[config.mk]
export PLATFORM = sky130hd
export DESIGN_NAME = hilo_muldiv_unit
export DESIGN_NICKNAME = d
export VERILOG_FILES = /design/src/rtl/hilo_muldiv_unit.sv
export SDC_FILE = /design/constraint.sdc
export NUM_CORES = 1
export LEC_CHECK = 0
export CAP_MARGIN = 20
export CORE_ASPECT_RATIO = 0.8
export CORE_MARGIN = 8
export CORE_UTILIZATION = 30
export DETAILED_ROUTE_END_ITERATION = 10
export GPL_ROUTABILITY_DRIVEN = 0
export SLEW_MARGIN = 30
export SYNTH_ARGS = -nofsm -noshare
export SYNTH_HDL_FRONTEND = slang
export SYNTH_SLANG_ARGS = --single-unit
[constraint.sdc]
create_clock -name clk -period 10 [get_ports clk]
set_input_delay 1.5 -clock clk [delete_from_list [all_inputs] [get_ports clk]]
set_output_delay 1.5 -clock clk [all_outputs]
set_load 0.1 [all_outputs]
[src/rtl/hilo_muldiv_unit.sv]
// rtl/hilo_muldiv_unit.sv - iterative signed/unsigned multiply/divide unit with HI/LO registers
module hilo_muldiv_unit #(
  parameter int WIDTH = 32,
  parameter int CNT_W = $clog2(WIDTH) + 1
) (
  input  logic             clk,
  input  logic             reset,
  input  logic [WIDTH-1:0] dataA,
  input  logic [WIDTH-1:0] dataB,
  input  logic [5:0]       Signal,
  input  logic             start,
  output logic             busy,
  output logic             done,
  output logic             div_by_zero,
  output logic [WIDTH-1:0] Output
);

  localparam logic [5:0] F_MFHI = 6'd16;
  localparam logic [5:0] F_MTHI = 6'd17;
  localparam logic [5:0] F_MFLO = 6'd18;
  localparam logic [5:0] F_MTLO = 6'd19;
  localparam logic [CNT_W-1:0] CNT_LAST = CNT_W'(WIDTH - 1);

  typedef enum logic [1:0] {S_IDLE, S_RUN, S_FIX, S_DONE} state_t;

  state_t state, state_nx;

  logic [WIDTH-1:0]   hi, lo;
  logic [WIDTH-1:0]   mag_b;
  logic [WIDTH-1:0]   orig_a;
  logic [2*WIDTH-1:0] acc;
  logic [CNT_W-1:0]   cnt;
  logic               op_div;
  logic               sign_q;
  logic               sign_r;

  logic               is_muldiv;
  logic               neg_a, neg_b;
  logic               accept;
  logic [WIDTH-1:0]   mag_a_in, mag_b_in;
  logic [WIDTH:0]     mul_sum;
  logic [WIDTH:0]     div_rem_sh;
  logic [WIDTH-1:0]   div_diff;
  logic               div_ge;
  logic [2*WIDTH-1:0] acc_step;
  logic [2*WIDTH-1:0] prod_fix;
  logic [WIDTH-1:0]   quo_fix, rem_fix;

  // Command decode and operand magnitude extraction (codes 24..27, bit0 = unsigned, bit1 = divide)
  always_comb begin
    is_muldiv = (Signal[5:2] == 4'b0110);
    neg_a     = ~Signal[0] & dataA[WIDTH-1];
    neg_b     = ~Signal[0] & dataB[WIDTH-1];
    accept    = (state == S_IDLE) & start & is_muldiv;
    mag_a_in  = neg_a ? (~dataA + 1'b1) : dataA;
    mag_b_in  = neg_b ? (~dataB + 1'b1) : dataB;
  end

  // State register
  always_ff @(posedge clk) begin
    if (!reset) begin
      state <= S_IDLE;
    end else begin
      state <= state_nx;
    end
  end

  // Next-state logic and status outputs
  always_comb begin
    state_nx = state;
    busy     = (state != S_IDLE);
    done     = (state == S_DONE);
    case (state)
      S_IDLE:  if (accept) state_nx = S_RUN;
      S_RUN:   if (cnt == CNT_LAST) state_nx = S_FIX;
      S_FIX:   state_nx = S_DONE;
      S_DONE:  state_nx = S_IDLE;
      default: state_nx = S_IDLE;
    endcase
  end

  // One iteration of shift-add multiply or restoring divide, plus final sign correction
  always_comb begin
    mul_sum    = {1'b0, acc[2*WIDTH-1:WIDTH]} + (acc[0] ? {1'b0, mag_b} : {(WIDTH+1){1'b0}});
    div_rem_sh = {acc[2*WIDTH-1:WIDTH], acc[WIDTH-1]};
    div_ge     = (div_rem_sh >= {1'b0, mag_b});
    div_diff   = div_rem_sh[WIDTH-1:0] - mag_b;
    if (op_div) begin
      if (div_ge) begin
        acc_step = {div_diff, acc[WIDTH-2:0], 1'b1};
      end else begin
        acc_step = {div_rem_sh[WIDTH-1:0], acc[WIDTH-2:0], 1'b0};
      end
    end else begin
      acc_step = {mul_sum, acc[WIDTH-1:1]};
    end
    prod_fix = sign_q ? (~acc + 1'b1) : acc;
    quo_fix  = sign_q ? (~acc[WIDTH-1:0] + 1'b1) : acc[WIDTH-1:0];
    rem_fix  = sign_r ? (~acc[2*WIDTH-1:WIDTH] + 1'b1) : acc[2*WIDTH-1:WIDTH];
  end

  // Datapath: operand latch, iteration, HI/LO writeback and register moves
  always_ff @(posedge clk) begin
    if (!reset) begin
      hi          <= '0;
      lo          <= '0;
      mag_b       <= '0;
      orig_a      <= '0;
      acc         <= '0;
      cnt         <= '0;
      op_div      <= 1'b0;
      sign_q      <= 1'b0;
      sign_r      <= 1'b0;
      div_by_zero <= 1'b0;
    end else begin
      case (state)
        S_IDLE: begin
          if (accept) begin
            acc         <= {{WIDTH{1'b0}}, mag_a_in};
            mag_b       <= mag_b_in;
            orig_a      <= dataA;
            op_div      <= Signal[1];
            sign_q      <= neg_a ^ neg_b;
            sign_r      <= neg_a;
            cnt         <= '0;
            div_by_zero <= 1'b0;
          end else if (start && Signal == F_MTHI) begin
            hi <= dataA;
          end else if (start && Signal == F_MTLO) begin
            lo <= dataA;
          end
        end
        S_RUN: begin
          acc <= acc_step;
          cnt <= cnt + 1'b1;
        end
        S_FIX: begin
          if (!op_div) begin
            {hi, lo} <= prod_fix;
          end else if (mag_b == '0) begin
            lo          <= '1;
            hi          <= orig_a;
            div_by_zero <= 1'b1;
          end else begin
            lo <= quo_fix;
            hi <= rem_fix;
          end
        end
        default: ;
      endcase
    end
  end

  // Register read mux for MFHI/MFLO
  always_comb begin
    Output = '0;
    if (Signal == F_MFHI) begin
      Output = hi;
    end else if (Signal == F_MFLO) begin
      Output = lo;
    end
  end

endmodule

== Yosys cells after proc, flatten, opt, wreduce, memory -nomap -nowiden ==
Index checks and enable logic that the tools add are counted.
Storage, ports and cells
  memories kept: 0
  logic and storage cells: 93
  output and inout bits: 35
  RAM bits: 0
  register bits: 204
  latch bits: 0
  memory bits (read-only): 0
  input bits: 73
Operators by class
  shift-type cells: 0
  equality and inequality tests: 17
  $lt $le $gt $ge: 1
  add/subtract/negate cells: 8
  div/mod/pow operators: 0
  bitwise operators: 11
  reduce and logical (&&, ||, !) cells: 13
  multipliers: 0
  multiplexer cells: 32
Operators by type and width (number)
  $mux 32: 16
  $mux 64: 4
  $add 32x1->32 const B: 4
  $not 32->32: 4
  $pmux 32 s2: 2
  $pmux 64 s2: 1
  $add 64x1->64 const B: 1
  $not 64->64: 1
  $add 32x32->33: 1
  $ge 33x32->1: 1
  $logic_not 32->1: 1
  $sub 32x32->32: 1
  $eq 6x5->1 const B: 5
  $ne 2x2->1 const B: 6
  $pmux 6 s2: 1
  $pmux 2 s4: 1
  $reduce_and 4->1: 2
  $add 6x1->6 const B: 1
  $mux 6: 1
  $reduce_and 2->1: 3
  $reduce_bool 2->1: 3
  $and 1x1->1: 4
  $eq 2x2->1 const B: 2
  $eq 4x3->1 const B: 1
  other kinds (10): 15

== Longest topological paths before layout ==
Gate-level depths: netlist of run 1.
  depth after elaboration: 6
  gate-level depth with buffers: 15
  mapped depth without buffers: 13

== Least setup slack after synthesis of run 1 ==
Ideal clock, no wire load.
  path kind: input -> output
  from: in Signal[1]
  to: out Output[10]
  cell stages on the path: 4
  path buffers: 2
  data arrival time: 3720 ps
  slack: 4780 ps
  data required time: 8500 ps
  cells stage by stage: clkbuf_1 buf_1 mux2i_1 nor2_1
Between the ends
  longest elaborated chain between the ends: 3
  elaborated cells between the ends (all ways): 4
  classes of those cells: eq/ne: 2; mux: 2
RTL lines
  from (decl): RTL line 10  | input logic [5:0] Signal,
  $eq 6x5->1: RTL line 159  | end else if (Signal == F_MFLO) begin
  $mux 32: RTL line 159
  $mux 32 *: RTL line 157  | if (Signal == F_MFHI) begin
  to (decl): RTL line 15  | output logic [WIDTH-1:0] Output
Every way passes the cells marked *; elsewhere a longest branch is shown, timed or not.

== Final worst setup path of run 1 ==
  from: in Signal[0]
  to: out Output[29]
Same word-level chain as after synthesis.

==> results.txt, run 1 <==
Setup repair after global routing left no endpoint under its margin. In this run the static leakage power is 6.98 nW. The number of cells on the worst hold path was 2; the count of hold-fix buffers inserted at cts was 0. Clock skew on the completed layout was measured at 0.0345 ns.

Data on the critical path is required at its endpoint by 8.50 ns. The repair_antennas step left the layout with diodes totalling 0. Synthesis inferred 204 register bits. In the final timing run, aggregate negative setup slack is 0 ns. The tree is rooted in a sky130_fd_sc_hd__clkbuf_16. The run finished with clean final reports.

For the post-layout worst setup margin, the log shows 4.48 ns. The tools report the placement-stage worst setup slack as 4.47 ns. The most used flip-flop cell after synthesis is sky130_fd_sc_hd__dfxtp_1.

After routing the design area is 19100 µm². The logs give 108 for the number of top-level pins and 3053 for the non-filler instance count after layout. The worst setup path is of the in2out kind. The number of max-slew violations in the final report was 0. In this run the worst hold path is classified as reg2reg. The sort of element at the end of the critical path was an output pin.

The run gives 0 as the number of max-cap violations. The region available for standard cell placement spans 55500 µm². Counting every net in the synthesized netlist gives 2453. In this run the worst path has a maximum fanout of 32.

The worst slew margin relative to its limit was 0.322; the number of antenna violations at the first check in global routing was 0. The critical path launch point type was an input port. The endpoint of the lowest-slack register-to-register path was acc[60]. The deepest clock path buffer count was 3; the clock latency reported for the late side of the worst-skew pair was 0.57 ns.

The post-DP HPWL came out at 44600 µm. The first global-routing pass estimated 95100 µm of wire. The post-detailed-route count of antenna-violating nets was 0; the period utilization was 0.552.

Counting flops with a built-in enable in the synthesized netlist gives 0. Once placement finished, the instance area stood at 18300 µm². The setup slack of the worst register-to-register path is 5.68 ns, and the area share of the largest cell type after synthesis is 0.242. The slowest cell on the critical path is sky130_fd_sc_hd__clkdlybuf4s50_1. The smallest clock period supported by the final layout is computed as 5.52 ns. After synthesis, the netlist uses 90 different library cells. The layout overhead on the synthesized area was 13.1%.

The transition time at the pin with the least slew margin works out to 1.01 ns. The tools report the number of cells after detailed placement as 3008. The critical path goes through clkdlybuf4s50_1 -> nor2_1 -> nand2_1 -> buf_4 -> nor2_1 -> clkdlybuf4s50_1.

Data arrives at the worst endpoint at 4.02 ns. In this run the critical register-to-register path is launched from acc[31]. The H-tree level count was 1; the share of flip-flops with an asynchronous set or reset after synthesis was 0.

The first-pass detailed-route iteration total was 5. The run gives 64200 µm² as the die outline area. The run gives 0 as the synthesis warning total. The total power density per cell area is 137 nW/µm², and the register clock-pin slew on the reported worst setup and hold paths is 0.06 ns. The floorplan step set the die height to 228 µm. During placement, the flow inserted port buffers numbering 107.

The ratio of cells with drive above 1 in the final layout works out to 0.0534. In this run the most critical hold path is launched from lo[16]. The number of cells on the worst reg-to-reg path is 13. The tools report the post-layout utilization of the core as 0.344. For this block, the via count after detailed routing is 17492.

The initial core utilization was 0.304; the part of the Yosys area used for sequential elements was 0.242. Entering global routing, the biggest net connects 89 pins. Setup violations remaining at the end of the flow were counted as 0.

For this run, the top clock speed supported by timing is 0.181 GHz. TritonCTS built the clock tree. Using the TritonRoute via totals, the vias-per-cell ratio works out to 5.73. Sorting the synthesized cells by area gives the leading types as sky130_fd_sc_hd__dfxtp_1, sky130_fd_sc_hd__nand2_1, sky130_fd_sc_hd__a21oi_1. A synthesized cell averages 7.33 µm².

The run gives 0 as the number of hold violations in the final report. Buffers inserted during clock tree synthesis total 25. The delay of the slowest cell on the worst path is 1.16 ns, and the post-layout total power is 2.62 mW. The number of global-route vias before repair was 16323; the total grt overflow was 0.

After detailed routing, the total wire length is 61300 µm. After the first detailed-routing iteration, the DRC count stood at 1800. Number of cell rows: 77.

The logs give 0.182 for the global-route total usage across every layer and 2433 for the final layout net count. For the final hold slack, the log shows 0.451 ns. Summing every instance area after synthesis gives 16900 µm². The post-CTS setup-driven buffer insertion count is 0.

The post-detailed-route DRC marker count was 0; the count of mapped cells out of synthesis was 2305. For the peak supply drop, the log shows 0.000127 V. The worst hold path terminates at lo[16]. Dividing the detail-routed wire length by the instance count gives 20.1 µm.

The die is 281 µm wide. Post-CTS repair changed the size of 0 cells. The largest area contributor in the netlist was sky130_fd_sc_hd__dfxtp_1. The clock drives 204 sinks.
-- flip-flops by register name, indices dropped and copies added (netlist names) --
signal / flops
lo: 32
acc: 64
op_div: 1
mag_b: 32
cnt: 6
div_by_zero: 1
state: 2
sign_q: 1
hi: 32
orig_a: 32
sign_r: 1
-- kinds of logic after synthesis --
family | share of synthesized area
buffers and inverters | 0.0656
XOR/XNOR | 0.0980
flip-flops | 0.242
AO/OA/AOI/OAI | 0.276
AND/OR/NAND/NOR | 0.215
multiplexers | 0.0470
adder cells (fa/ha/maj) | 0.0564
-- per-layer routing --
layer  wire length, µm  vias to the layer above  GRT usage
met5                 0                        -          0
met1             28400                     8301      0.260
met2             25100                      812      0.261
li1                  -                     8267          -
met4              1920                        0     0.0558
met3              5900                      112     0.0487
-- power breakdown --
part / switching (mW) / internal [mW] / total (mW) / leakage, nW
logic: 0.575 / 0.271 / 0.846 / 4.95
clock network: 0.398 / 0.500 / 0.898 / 0.387
registers: 0.0347 / 0.837 / 0.872 / 1.65
-- worst max-delay path by stage --
stage / from / end / slack [ns] / depth (start not counted)
after floorplan: Signal[1] / Output[10] / 4.78 / 4
after global placement: Signal[0] / Output[24] / 4.49 / 6
after detailed placement: Signal[0] / Output[29] / 4.47 / 6
after CTS: Signal[0] / Output[29] / 4.46 / 6
after global routing: Signal[0] / Output[29] / 4.36 / 6
final: Signal[0] / Output[29] / 4.48 / 6
-- worst max-delay path, delay by kind of cell --
family | cells | cell delay [ns]
simple gates | 3 | 0.42
buf+inv | 3 | 2.08
-- cells in the mapped netlist, types with 6 or more instances --
cell,instances
sky130_fd_sc_hd__a211oi_1,42
sky130_fd_sc_hd__a21o_1,34
sky130_fd_sc_hd__a21oi_1,218
sky130_fd_sc_hd__a22o_1,8
sky130_fd_sc_hd__a22oi_1,12
sky130_fd_sc_hd__a311oi_1,6
sky130_fd_sc_hd__a31oi_1,30
sky130_fd_sc_hd__and2_1,6
sky130_fd_sc_hd__and3_1,12
sky130_fd_sc_hd__buf_1,7
sky130_fd_sc_hd__buf_2,14
sky130_fd_sc_hd__buf_6,10
sky130_fd_sc_hd__clkbuf_1,138
sky130_fd_sc_hd__dfxtp_1,204
sky130_fd_sc_hd__ha_1,73
sky130_fd_sc_hd__inv_1,74
sky130_fd_sc_hd__mux2i_1,76
sky130_fd_sc_hd__nand2_1,298
sky130_fd_sc_hd__nand2b_1,23
sky130_fd_sc_hd__nand3_1,49
sky130_fd_sc_hd__nand4_1,18
sky130_fd_sc_hd__nor2_1,227
sky130_fd_sc_hd__nor2b_1,13
sky130_fd_sc_hd__nor3_1,36
sky130_fd_sc_hd__nor3b_1,9
sky130_fd_sc_hd__nor4_1,22
sky130_fd_sc_hd__o2111ai_1,6
sky130_fd_sc_hd__o211ai_1,53
sky130_fd_sc_hd__o21a_1,10
sky130_fd_sc_hd__o21ai_0,152
sky130_fd_sc_hd__o21bai_1,6
sky130_fd_sc_hd__o221ai_1,38
sky130_fd_sc_hd__o22ai_1,6
sky130_fd_sc_hd__o31ai_1,36
sky130_fd_sc_hd__o41ai_1,13
sky130_fd_sc_hd__or2_2,7
sky130_fd_sc_hd__or3_1,19
sky130_fd_sc_hd__or4_1,17
sky130_fd_sc_hd__xnor2_1,116
sky130_fd_sc_hd__xor2_1,73
-- cell type report --
class / count / area [µm²]
Clock buffer: 34 / 709
Clock inverter: 11 / 75.1
Fill cell: 5934 / 36400
Inverter: 75 / 284
Multi-Input combinational cell: 1847 / 11800
Sequential cell: 204 / 4090
Tap cell: 750 / 938
Timing Repair Buffer: 132 / 1250
-- cell usage in the layout (no fill, tap or decap), drive strengths merged, types with 30 or more instances in the layout --
| master | instances |
|---|---|
| o211ai | 53 |
| mux2i | 76 |
| o31ai | 39 |
| nor3 | 42 |
| ha | 73 |
| a21o | 34 |
| a21oi | 218 |
| xnor2 | 116 |
| clkdlybuf4s50 | 106 |
| o21ai | 157 |
| xor2 | 73 |
| nand3 | 49 |
| a31oi | 30 |
| o221ai | 38 |
| inv | 79 |
| a211oi | 43 |
| nor2 | 228 |
| clkbuf | 34 |
| nand2 | 298 |
| dfxtp | 204 |
Note: power is estimated with default switching activity, not from simulation.
==> run 2: changes to the inputs <==
- clock period: 10 -> 4.85 ns (I/O delays scaled with it)
==> results.txt, run 2 (synthesis gave the netlist of run 1 again) <==
Relative to the synthesized area, the layout overhead comes to 14.3%. The logs give 55500 µm² for the area inside the core boundary and 108 for the number of top-level pins. For this design, the slowest cell found on the critical path is sky130_fd_sc_hd__dfxtp_1. The number of max-slew violations in the final report is 0.

In this run the post-CTS setup repair buffer count came out at 0. The number of max-cap violations came out at 0. Endpoint arrival time on the critical path: 4.54 ns. The via count of the routed design is 17774. Setup repair after global routing left no endpoint under its margin. Once the clock tree was built, the resizer swapped 0 gates to a different size. The pre-antenna-repair detailed-routing pass consisted of 6 iterations. Counting instances, the worst hold path has a depth of 2. The longest clock path from root to sink contains 3 buffers.

Initial core utilization: 0.304. The run gives 1 as the H-tree level count. In this run the worst path has a maximum fanout of 20.

Setup violations remaining at the end of the flow were counted as 0. Dividing the detail-routed wire length by the instance count gives 20.5 µm. The final hold slack is 0.451 ns.

Entering global routing, the biggest net connects 142 pins. The tools report the endpoint of the lowest-slack register-to-register path as acc[62]. The tools report the clock root buffer as sky130_fd_sc_hd__clkbuf_16. Dividing the detail-routed via count by the number of cells gives 5.76. Once detail routing completed, the nets flagged for antenna violations numbered 0. The total overflow left after global routing is 0. The cell leakage power was 7.23 nW; the buffer and inverter count on the worst path was 3. The run gives 63300 µm as the total wire length. The minimum clock period works out to 4.13 ns. After clock tree synthesis, the flow added hold-fix buffers numbering 0. The type of the setup path with the least slack is reg2reg. For the worst setup path, the data required time is 5.27 ns. The tools report the number of CTS-inserted buffers as 25.

The run gives 77 as the number of cell rows. The transition time at the pin with the least slew margin works out to 1.00 ns. The tree built by TritonCTS fans out to 204 sinks.

The delay of the slowest cell on the worst path came out at 0.62 ns. In this design, the largest share of critical-path delay is due to compound AO/OA/AOI/OAI gates. The total power density per cell area is 287 nW/µm², and the die outline area is 64200 µm². Path type of the worst min-delay path: reg2reg. The tools report the number of antenna violations at the first check in global routing as 0. Clock-pin slew was measured on the worst setup and hold paths at 0.06 ns. The clock arrives with 0.0343 ns of skew. For the total of fill cells in the finished design, the log shows 5896. The run finished with clean final reports.

The floorplan step set the die width to 281 µm. Summed over all nets, the half-perimeter wirelength after detailed placement is 46800 µm. Derived from the worst setup path, the maximum achievable clock frequency is 0.242 GHz. The peak supply drop came out at 0.000188 V. The top cell types in the final layout, fill and taps aside, are sky130_fd_sc_hd__nand2_1, sky130_fd_sc_hd__nor2_1, sky130_fd_sc_hd__a21oi_1, sky130_fd_sc_hd__dfxtp_1, sky130_fd_sc_hd__o21ai_0. The final layout net count is 2468, and the post-layout worst setup margin is 0.724 ns.

The number of cells traversed by the worst register-to-register path was 14. The worst setup path is captured at a flip-flop. The count of buffers added on input and output ports is 107.

After routing the design area is 19300 µm². The number of global-route vias before repair is 16807. Startpoint of the most critical register-to-register path: acc[0]. The register with the most flip-flops in the layout has 64 of them.

Walking the worst path, the cells encountered are inv_1 -> buf_4 -> nor2_1 -> ha_1 -> a21o_1 -> a21o_1 -> a221oi_1 -> o21ai_0 -> buf_4 -> a21oi_1 -> o21ai_0 -> a31oi_1 -> xor2_1 -> o221ai_1. For the sum of negative setup slack, the log shows 0 ns. After layout, the design draws a total of 5.54 mW. The clock reaches the later pin of the worst-skew pair after 0.57 ns. The post-detailed-route DRC marker count came out at 0. The first routing iteration left 2040 violations. OpenSTA, run right after detailed placement, puts the worst setup slack at 0.845 ns.

TritonCTS built the clock tree. For flop-to-flop paths, the worst setup slack is 0.72 ns. The die extent in y is 228 µm.

The ratio of cells with drive above 1 in the final layout is 0.0796, and the period utilization is 0.851. The tools report the critical path launch point type as a flip-flop. Global-route wire length before repair: 98300 µm.

More flip-flops sit in one register than any other, and that register is acc. Number of hold violations in the final report: 0. The worst hold endpoint is lo[23]. For the global-route total usage across every layer, the log shows 0.188. The run gives 18500 µm² as the total cell area at the placement stage. The worst slew margin relative to its limit was 0.329. 0 antenna diodes ended up in the layout. The most common cell after layout, fill and taps aside is sky130_fd_sc_hd__nand2_1. The launch instance of the worst min-delay path is lo[23].
==> run 2: power breakdown <==
part / switching, mW / leakage, nW / internal, mW
combinational: 1.24 / 5.19 / 0.597
clock: 0.814 / 0.388 / 1.09
sequential: 0.0679 / 1.65 / 1.73
==> run 2: worst register-to-register path: stages, from the launching register on <==
cell and delay (ns):
sky130_fd_sc_hd__dfxtp_1 0.62, sky130_fd_sc_hd__inv_1 0.37, sky130_fd_sc_hd__buf_4 0.33, sky130_fd_sc_hd__nor2_1 0.18
sky130_fd_sc_hd__ha_1 0.32, sky130_fd_sc_hd__a21o_1 0.22, sky130_fd_sc_hd__a21o_1 0.19, sky130_fd_sc_hd__a221oi_1 0.31
sky130_fd_sc_hd__o21ai_0 0.17, sky130_fd_sc_hd__buf_4 0.20, sky130_fd_sc_hd__a21oi_1 0.34, sky130_fd_sc_hd__o21ai_0 0.22
sky130_fd_sc_hd__a31oi_1 0.24, sky130_fd_sc_hd__xor2_1 0.18, sky130_fd_sc_hd__o221ai_1 0.11
==> run 2: area by class of cell <==
cell class	count	area (µm²)	share of cell area
Inverter	75	284	0.0147
Clock buffer	36	727	0.0376
Clock inverter	9	83.8	0.00434
Sequential cell	204	4090	0.212
Timing Repair Buffer	167	1450	0.0750
Tap cell	750	938	0.0486
Multi-Input combinational cell	1847	11700	0.608
==> run 2: worst max path at each step <==
stage,from,endpoint,slack (ns),cells past startpoint
after global routing,acc[0],acc[62],0.62,13
after floorplan,Signal[1],Output[10],1.18,4
after global placement,dataA[7],acc[31],0.86,10
after detailed placement,acc[0],acc[62],0.84,13
final,acc[0],acc[62],0.72,14
after CTS,acc[0],acc[62],0.86,13
==> run 2: stage by stage <==
stage                      util  cells
after floorplan               -   2305
after global placement    0.333   3043
after detailed placement  0.333   3043
after CTS                 0.348   3088
after global routing      0.348   3088
final                     0.348   3088
==> run 2: layer usage <==
metal / part of all wire / global-route usage / vias to the layer above / wire length (µm)
met5: 0 / 0 / - / 0
met4: 0.026 / 0.0510 / 0 / 1670
met3: 0.11 / 0.0494 / 123 / 6650
met2: 0.41 / 0.273 / 870 / 26200
met1: 0.45 / 0.270 / 8448 / 28700
li1: - / - / 8333 / -
==> run 3: changes to the inputs <==
- PLACE_DENSITY: default -> 0.44
==> results.txt, run 3 (synthesis gave the netlist of run 1 again) <==
The run finished with clean final reports. In the layout the commonest cells are sky130_fd_sc_hd__nand2_1, sky130_fd_sc_hd__nor2_1, sky130_fd_sc_hd__a21oi_1, sky130_fd_sc_hd__dfxtp_1, sky130_fd_sc_hd__o21ai_0. Summed over all failing endpoints, the final setup total negative slack is 0 ns. The tree is rooted in a sky130_fd_sc_hd__clkbuf_16.

The min-delay analysis places its worst path in the category reg2reg. OpenSTA, run right after detailed placement, puts the worst setup slack at 0.833 ns. The initial core utilization came out at 0.304. VDD sags by at most 0.000223 V. Via count of the routed design: 17558.

The number of global-route vias before repair is 16514. Setup violations remaining at the end of the flow were counted as 0. Overall power consumption after layout is estimated at 5.88 mW. Global routing finished with a remaining overflow of 0. The register clock-pin slew on the reported worst setup and hold paths was 0.06 ns; the global-route total usage across every layer was 0.207.

Most common cell after layout, fill and taps aside: sky130_fd_sc_hd__nand2_1. The clock arrives with 0.0196 ns of skew. Once the clock tree was built, the resizer swapped 0 gates to a different size. The tools report the critical path data required time as 5.27 ns. The final layout net count was 2475. The number of hold violations in the final report was 0; the count of routing violations after the opening detailed-route iteration was 1614. The floorplan has 77 rows.

The die extent in y was 228 µm; the detail-routed via count per cell was 5.67. For this block, the routed nets add up to 68900 µm of wire. STA classifies the critical path endpoint as a flip-flop. Static timing analysis puts the maximum clock frequency at 0.249 GHz.

Counting along the longest clock path gives a buffer depth of 3. The endpoint arrival time on the critical path came out at 4.44 ns. Number of max-slew violations in the final report: 0. TritonCTS built the clock tree. Switching share of power: 0.378. The ratio of cells with drive above 1 in the final layout is 0.0852, and the cell leakage power is 7.34 nW. Count of input and output buffers: 107.

The die covers 64200 µm². Buffers inserted to repair hold after CTS numbered 0. The first global-routing pass estimated 105000 µm of wire. Setup repair after global routing left no endpoint under its margin. The type of the setup path with the least slack is reg2reg. The worst path meets setup with 0.833 ns of slack.

The post-DP HPWL was 51400 µm; the register share of total power was 0.306. The number of max-cap violations is 0, and the x dimension of the die is 281 µm. Summing all flip-flop and latch instances after layout gives 4090 µm². For the clock latency reported for the late side of the worst-skew pair, the log shows 0.57 ns. The number of top-level pins was 108; the net switching power of the design was 2.22 mW. The flip-flop count of the largest register after layout works out to 64. The layout has 5978 filler cells. The detail route stage leaves a number of antenna-violating nets equal to 0. The critical path launch point type is a flip-flop. The clock drives 204 sinks. The register containing the most flip-flops in the final layout is acc.

Power share of the combinational group: 0.322. Wire length per cell: 22.2 µm. The worst-path maximum fanout is 22.

The layout overhead on the synthesized area came out at 15.4%. The pin count of the biggest net entering global routing is 142, and the share of power burned in the clock network is 0.372. The H-tree level count was 1; the diode insertion count for antenna repair was 0.

For the number of antenna violations at the first check in global routing, the log shows 1. The transition time at the pin with the least slew margin is 0.992 ns, and the minimum clock period is 4.02 ns. The total power density per cell area works out to 302 nW/µm². The post-detailed-route DRC marker count was 0; the area inside the core boundary was 55500 µm². The setup slack of the worst register-to-register path came out at 0.83 ns. The first detailed-routing pass took 6 iterations. The period utilization is 0.828, and the internal power consumption is 3.65 mW.

In the final layout, the multi-input gates occupy 11800 µm². Post-CTS timing repair inserted 0 buffers for setup. Clock tree synthesis inserted a total of 26 buffers. The worst slew margin relative to its limit is 0.337.
==> run 3: cell count changes in the layout (fill, tap and decap cells not counted), sizes merged <==
cell,change
buf,+7
bufinv,+4
clkbuf,-3
clkdlybuf4s50,-1
clkinv,+6
clkinvlp,-3
inv,-1
==> run 3: power groups by stage <==
stage	Clock [mW]	Combinational, mW	Sequential [mW]
2_1_floorplan	0	1.21	1.80
3_3_place_gp	0	1.85	1.83
3_5_place_dp	0	1.85	1.84
4_1_cts	2.22	1.86	1.80
5_1_grt	2.29	2.03	1.81
6_report	2.18	1.89	1.80
==> run 3: path summary, 6_finish.rpt <==
kind | start | endpoint | depth (start not counted)
setup / recovery | acc[0] | acc[62] | 13
hold / removal | lo[15] | lo[15] | 2
setup reg to reg | acc[0] | acc[62] | 13
hold reg to reg | lo[15] | lo[15] | 2
==> run 3: stage by stage <==
stage / hold WS, ns / instance area [µm²] / util / cells
after floorplan: 0.431 / 16900 / - / 2305
after global placement: 0.437 / 18600 / 0.334 / 3049
after detailed placement: 0.443 / 18600 / 0.334 / 3049
after CTS: 0.451 / 19500 / 0.351 / 3097
after global routing: 0.468 / 19500 / 0.351 / 3097
final: 0.450 / 19500 / 0.351 / 3097
==> run 3: critical path, stage by stage (launching register included) <==
cell	delay [ns]
sky130_fd_sc_hd__dfxtp_1	0.41
sky130_fd_sc_hd__inv_1	0.32
sky130_fd_sc_hd__buf_4	0.37
sky130_fd_sc_hd__nor2_1	0.10
sky130_fd_sc_hd__ha_1	0.40
sky130_fd_sc_hd__a21oi_1	0.31
sky130_fd_sc_hd__nand2_1	0.09
sky130_fd_sc_hd__a221o_1	0.40
sky130_fd_sc_hd__a311o_1	0.36
sky130_fd_sc_hd__a21oi_1	0.32
sky130_fd_sc_hd__o21ai_0	0.24
sky130_fd_sc_hd__a31oi_1	0.29
sky130_fd_sc_hd__xor2_1	0.17
sky130_fd_sc_hd__o221ai_1	0.11
==> run 3: layout make-up <==
class | count | area share
Multi-Input combinational cell | 1847 | 0.603
Sequential cell | 204 | 0.210
Timing Repair Buffer | 173 | 0.0764
Tap cell | 750 | 0.0481
Clock buffer | 33 | 0.0374
Inverter | 75 | 0.0146
Clock inverter | 15 | 0.0104
==> run 3: per-layer routing <==
metal / part of all wire / track usage / wire length [µm] / up-vias
li1: - / - / - / 8348
met1: 0.50 / 0.320 / 34600 / 8504
met2: 0.41 / 0.294 / 28000 / 628
met3: 0.072 / 0.0373 / 4990 / 78
met4: 0.018 / 0.0385 / 1230 / 0
met5: 0 / 0 / 0 / -
==> variant, RTL diff (config.mk and constraints of run 2) <==
Add an input register stage for `Signal`; this delays it by one clock. The other inputs are not delayed to match.
--- a/src/rtl/hilo_muldiv_unit.sv
+++ b/src/rtl/hilo_muldiv_unit.sv
@@ -22,6 +22,12 @@
   localparam logic [CNT_W-1:0] CNT_LAST = CNT_W'(WIDTH - 1);
 
   typedef enum logic [1:0] {S_IDLE, S_RUN, S_FIX, S_DONE} state_t;
+
+  logic [5:0] Signal_q;
+
+  always_ff @(posedge clk) begin
+    Signal_q <= Signal;
+  end
 
   state_t state, state_nx;
 
@@ -48,9 +54,9 @@
 
   // Command decode and operand magnitude extraction (codes 24..27, bit0 = unsigned, bit1 = divide)
   always_comb begin
-    is_muldiv = (Signal[5:2] == 4'b0110);
-    neg_a     = ~Signal[0] & dataA[WIDTH-1];
-    neg_b     = ~Signal[0] & dataB[WIDTH-1];
+    is_muldiv = (Signal_q[5:2] == 4'b0110);
+    neg_a     = ~Signal_q[0] & dataA[WIDTH-1];
+    neg_b     = ~Signal_q[0] & dataB[WIDTH-1];
     accept    = (state == S_IDLE) & start & is_muldiv;
     mag_a_in  = neg_a ? (~dataA + 1'b1) : dataA;
     mag_b_in  = neg_b ? (~dataB + 1'b1) : dataB;
@@ -119,14 +125,14 @@
             acc         <= {{WIDTH{1'b0}}, mag_a_in};
             mag_b       <= mag_b_in;
             orig_a      <= dataA;
-            op_div      <= Signal[1];
+            op_div      <= Signal_q[1];
             sign_q      <= neg_a ^ neg_b;
             sign_r      <= neg_a;
             cnt         <= '0;
             div_by_zero <= 1'b0;
-          end else if (start && Signal == F_MTHI) begin
+          end else if (start && Signal_q == F_MTHI) begin
             hi <= dataA;
-          end else if (start && Signal == F_MTLO) begin
+          end else if (start && Signal_q == F_MTLO) begin
             lo <= dataA;
           end
         end
@@ -154,9 +160,9 @@
   // Register read mux for MFHI/MFLO
   always_comb begin
     Output = '0;
-    if (Signal == F_MFHI) begin
+    if (Signal_q == F_MFHI) begin
       Output = hi;
-    end else if (Signal == F_MFLO) begin
+    end else if (Signal_q == F_MFLO) begin
       Output = lo;
     end
   end
Check against the original RTL: not equivalent (Yosys sat finds a counterexample within 4 cycles, from zero or initial values and one cycle with reset low).
==> variant against run 2 <==
- hold slack better by 0.0013 ns
- count of clock-buffer cells in the layout shrank 6
- setup slack improved by 0.097 ns
- critical path depth fell by 3
- design area decreased by 0.66%
- power is essentially flat
- synthesized area about the same
- sequential cell count increased by 6
- utilization fell by 0.17 points
- wire length fell by 3.4%
- highest routed layer unchanged
==> variant: results (changes against run 2) <==
** Outcome
- Outcome :: finished, final reports clean

** Routing
- Total number of vias :: 17,800 (+0.35%)
- Detailed Routing Iterations Pass 1 :: 6 (unchanged)
- The violation count after the first detailed-routing iteration is 1,789 (-12%).
- The wire length after detailed routing was 61.1 mm (-3.4%).
- The wire length per cell was 19.8 µm (-3.3%).

** Clock tree
- Post-cts repair resize count :: 0 (unchanged)
- At the later pin of the worst-skew pair, clock insertion delay measures 0.56 ns.
- The buffers inserted during post-CTS setup optimization came to 0 (unchanged).
- Max Root-Sink Buffers :: 3 (unchanged)
- H-tree levels :: 1 (unchanged)
- The tree is rooted in a sky130_fd_sc_hd__clkbuf_16.
- The total clock buffers created by CTS was 24 (-4.0%).
- After clock tree synthesis, the clock-pin slew on the worst setup and hold paths is 0.07 ns.

** Power
- Largest voltage drop on the vdd net :: 234 µV (+24%)
- The total leakage power came to 7.27 nW (+0.56%).

** Setup path
- Largest fanout on the critical path :: 36 (+80%)
- Worst Path Arrival :: 4.47 ns (-0.07 ns)

** STA
- The largest clock skew in the final design was 0.0283 ns (-0.00601 ns).
- Worst relative slew slack :: 0.293 (-0.0363)

** Cells and area
- Count of inserted antenna diode cells :: 0 (unchanged)
- Counting flops per register, the top entry is acc.
- The number of fillers in the final layout was 5,871 (-0.42%).
- The number of flip-flops in the largest register came to 64 (unchanged).
- The net total in the final layout came to 2,466 (-0.081%).
- The share of layout cells above drive strength 1 came to 0.0638 (-0.0158).
- Relative to the synthesized area, the layout overhead comes to 13.6%.

** Global route
- Wire length of the first global-routing pass :: 96.4 mm (-1.9%)
- The number of antenna violations at the first check in global routing was 2 (+2).
- Maximum number of pins on one net before global-route repair :: 70 (-51%)
- All-layer global routing usage :: 0.182 (-0.00572)
- Vias in the first global route :: 16,900 (+0.62%)

** Logic synthesis
- Fraction of registers with async set or reset after synthesis :: 0 (unchanged)
- Most used standard cells in the synthesized netlist :: sky130_fd_sc_hd__nand2_1 (278), sky130_fd_sc_hd__a21oi_1 (258), sky130_fd_sc_hd__nor2_1 (223)
- Share of the yosys chip area belonging to registers :: 0.249 (+0.00724)
- Syn avg cell area :: 7.22 µm² (-1.5%)
- Most common flop cell mapped by yosys :: sky130_fd_sc_hd__dfxtp_1
- Largest cells by area after synthesis :: sky130_fd_sc_hd__dfxtp_1 (25%), sky130_fd_sc_hd__a21oi_1 (7.6%), sky130_fd_sc_hd__nand2_1 (6.2%)
- The number of synthesis warnings came to 0 (unchanged).
- The number of distinct library cells after synthesis is 81 (-10%).

** Placement
- Half-perimeter wire length after detailed placement :: 45.5 mm (-2.9%)
- The number of instances in the placed design is 3,042 (-0.033%).
- Standard cell area after detailed placement :: 18,400 µm² (-0.62%)
- The count of input and output buffers is 107 (unchanged).

** Worst hold path
- HP Class :: register to register
## variant: cell type report
class / count / area share
inverters: 72 / 0.0142
multi-input cells: 1866 / 0.609
clock inverters: 14 / 0.00756
clock buffers: 30 / 0.0340
flip-flops and latches: 210 / 0.219
well taps: 750 / 0.0489
repair buffers: 144 / 0.0665
## variant: kinds of logic (layout without fill, tap and decap cells)
kind of cell               count (synthesis)  after routing  share of synthesized area
AOI/OAI and AO/OA                        763            763                      0.284
and+or+nand+nor                          776            776                      0.213
adders and majority gates                 75             75                     0.0565
muxes                                     75             75                     0.0445
xor gates and xnor gates                 177            177                     0.0918
buffers and inverters                    263            260                     0.0614
DFF                                      210            210                      0.249
## variant: stage by stage
stage | hold slack [ns] | worst slack (ns)
detailed placement | 0.444 | 0.932
floorplan | 0.431 | 1.63
global placement | 0.438 | 1.01
CTS | 0.453 | 0.878
global route | 0.473 | 0.471
finish | 0.452 | 0.821
## variant: worst paths after layout
kind,from,to,slack (ns),cells past startpoint
setup / recovery,acc[36]$_SDFFE_PN0P_,acc[32]$_SDFFE_PN0P_,0.82,11
hold / removal,lo[25]$_SDFFE_PN0P_,lo[25]$_SDFFE_PN0P_,0.45,2
setup reg to reg,acc[36]$_SDFFE_PN0P_,acc[32]$_SDFFE_PN0P_,0.82,11
hold reg to reg,lo[25]$_SDFFE_PN0P_,lo[25]$_SDFFE_PN0P_,0.45,2
## variant: critical path: stages, from the launching register on
cell                       delay, ns
sky130_fd_sc_hd__dfxtp_1        0.62
sky130_fd_sc_hd__ha_1           0.40
sky130_fd_sc_hd__a21o_1         0.22
sky130_fd_sc_hd__a221oi_1       0.36
sky130_fd_sc_hd__nand2_1        0.19
sky130_fd_sc_hd__a31oi_1        0.37
sky130_fd_sc_hd__o31ai_1        0.14
sky130_fd_sc_hd__buf_4          0.18
sky130_fd_sc_hd__a41oi_4        0.71
sky130_fd_sc_hd__buf_12         0.27
sky130_fd_sc_hd__o21ai_0        0.10
sky130_fd_sc_hd__a221o_1        0.33
## variant: metal layers
| metal | part of all wire | vias up | track usage |
|---|---|---|---|
| met2 | 0.44 | 759 | 0.279 |
| met5 | 0 | - | 0 |
| met3 | 0.075 | 91 | 0.0267 |
| met4 | 0.023 | 0 | 0.0458 |
| met1 | 0.46 | 8566 | 0.264 |
| li1 | - | 8421 | - |
## variant: report_power, final
group	switching (W)	internal [W]	leakage [nW]
registers	0.0000743	0.00178	1.70
clock network	0.000819	0.00107	0.402
logic	0.00122	0.000577	5.17
total	0.00211	0.00343	7.27
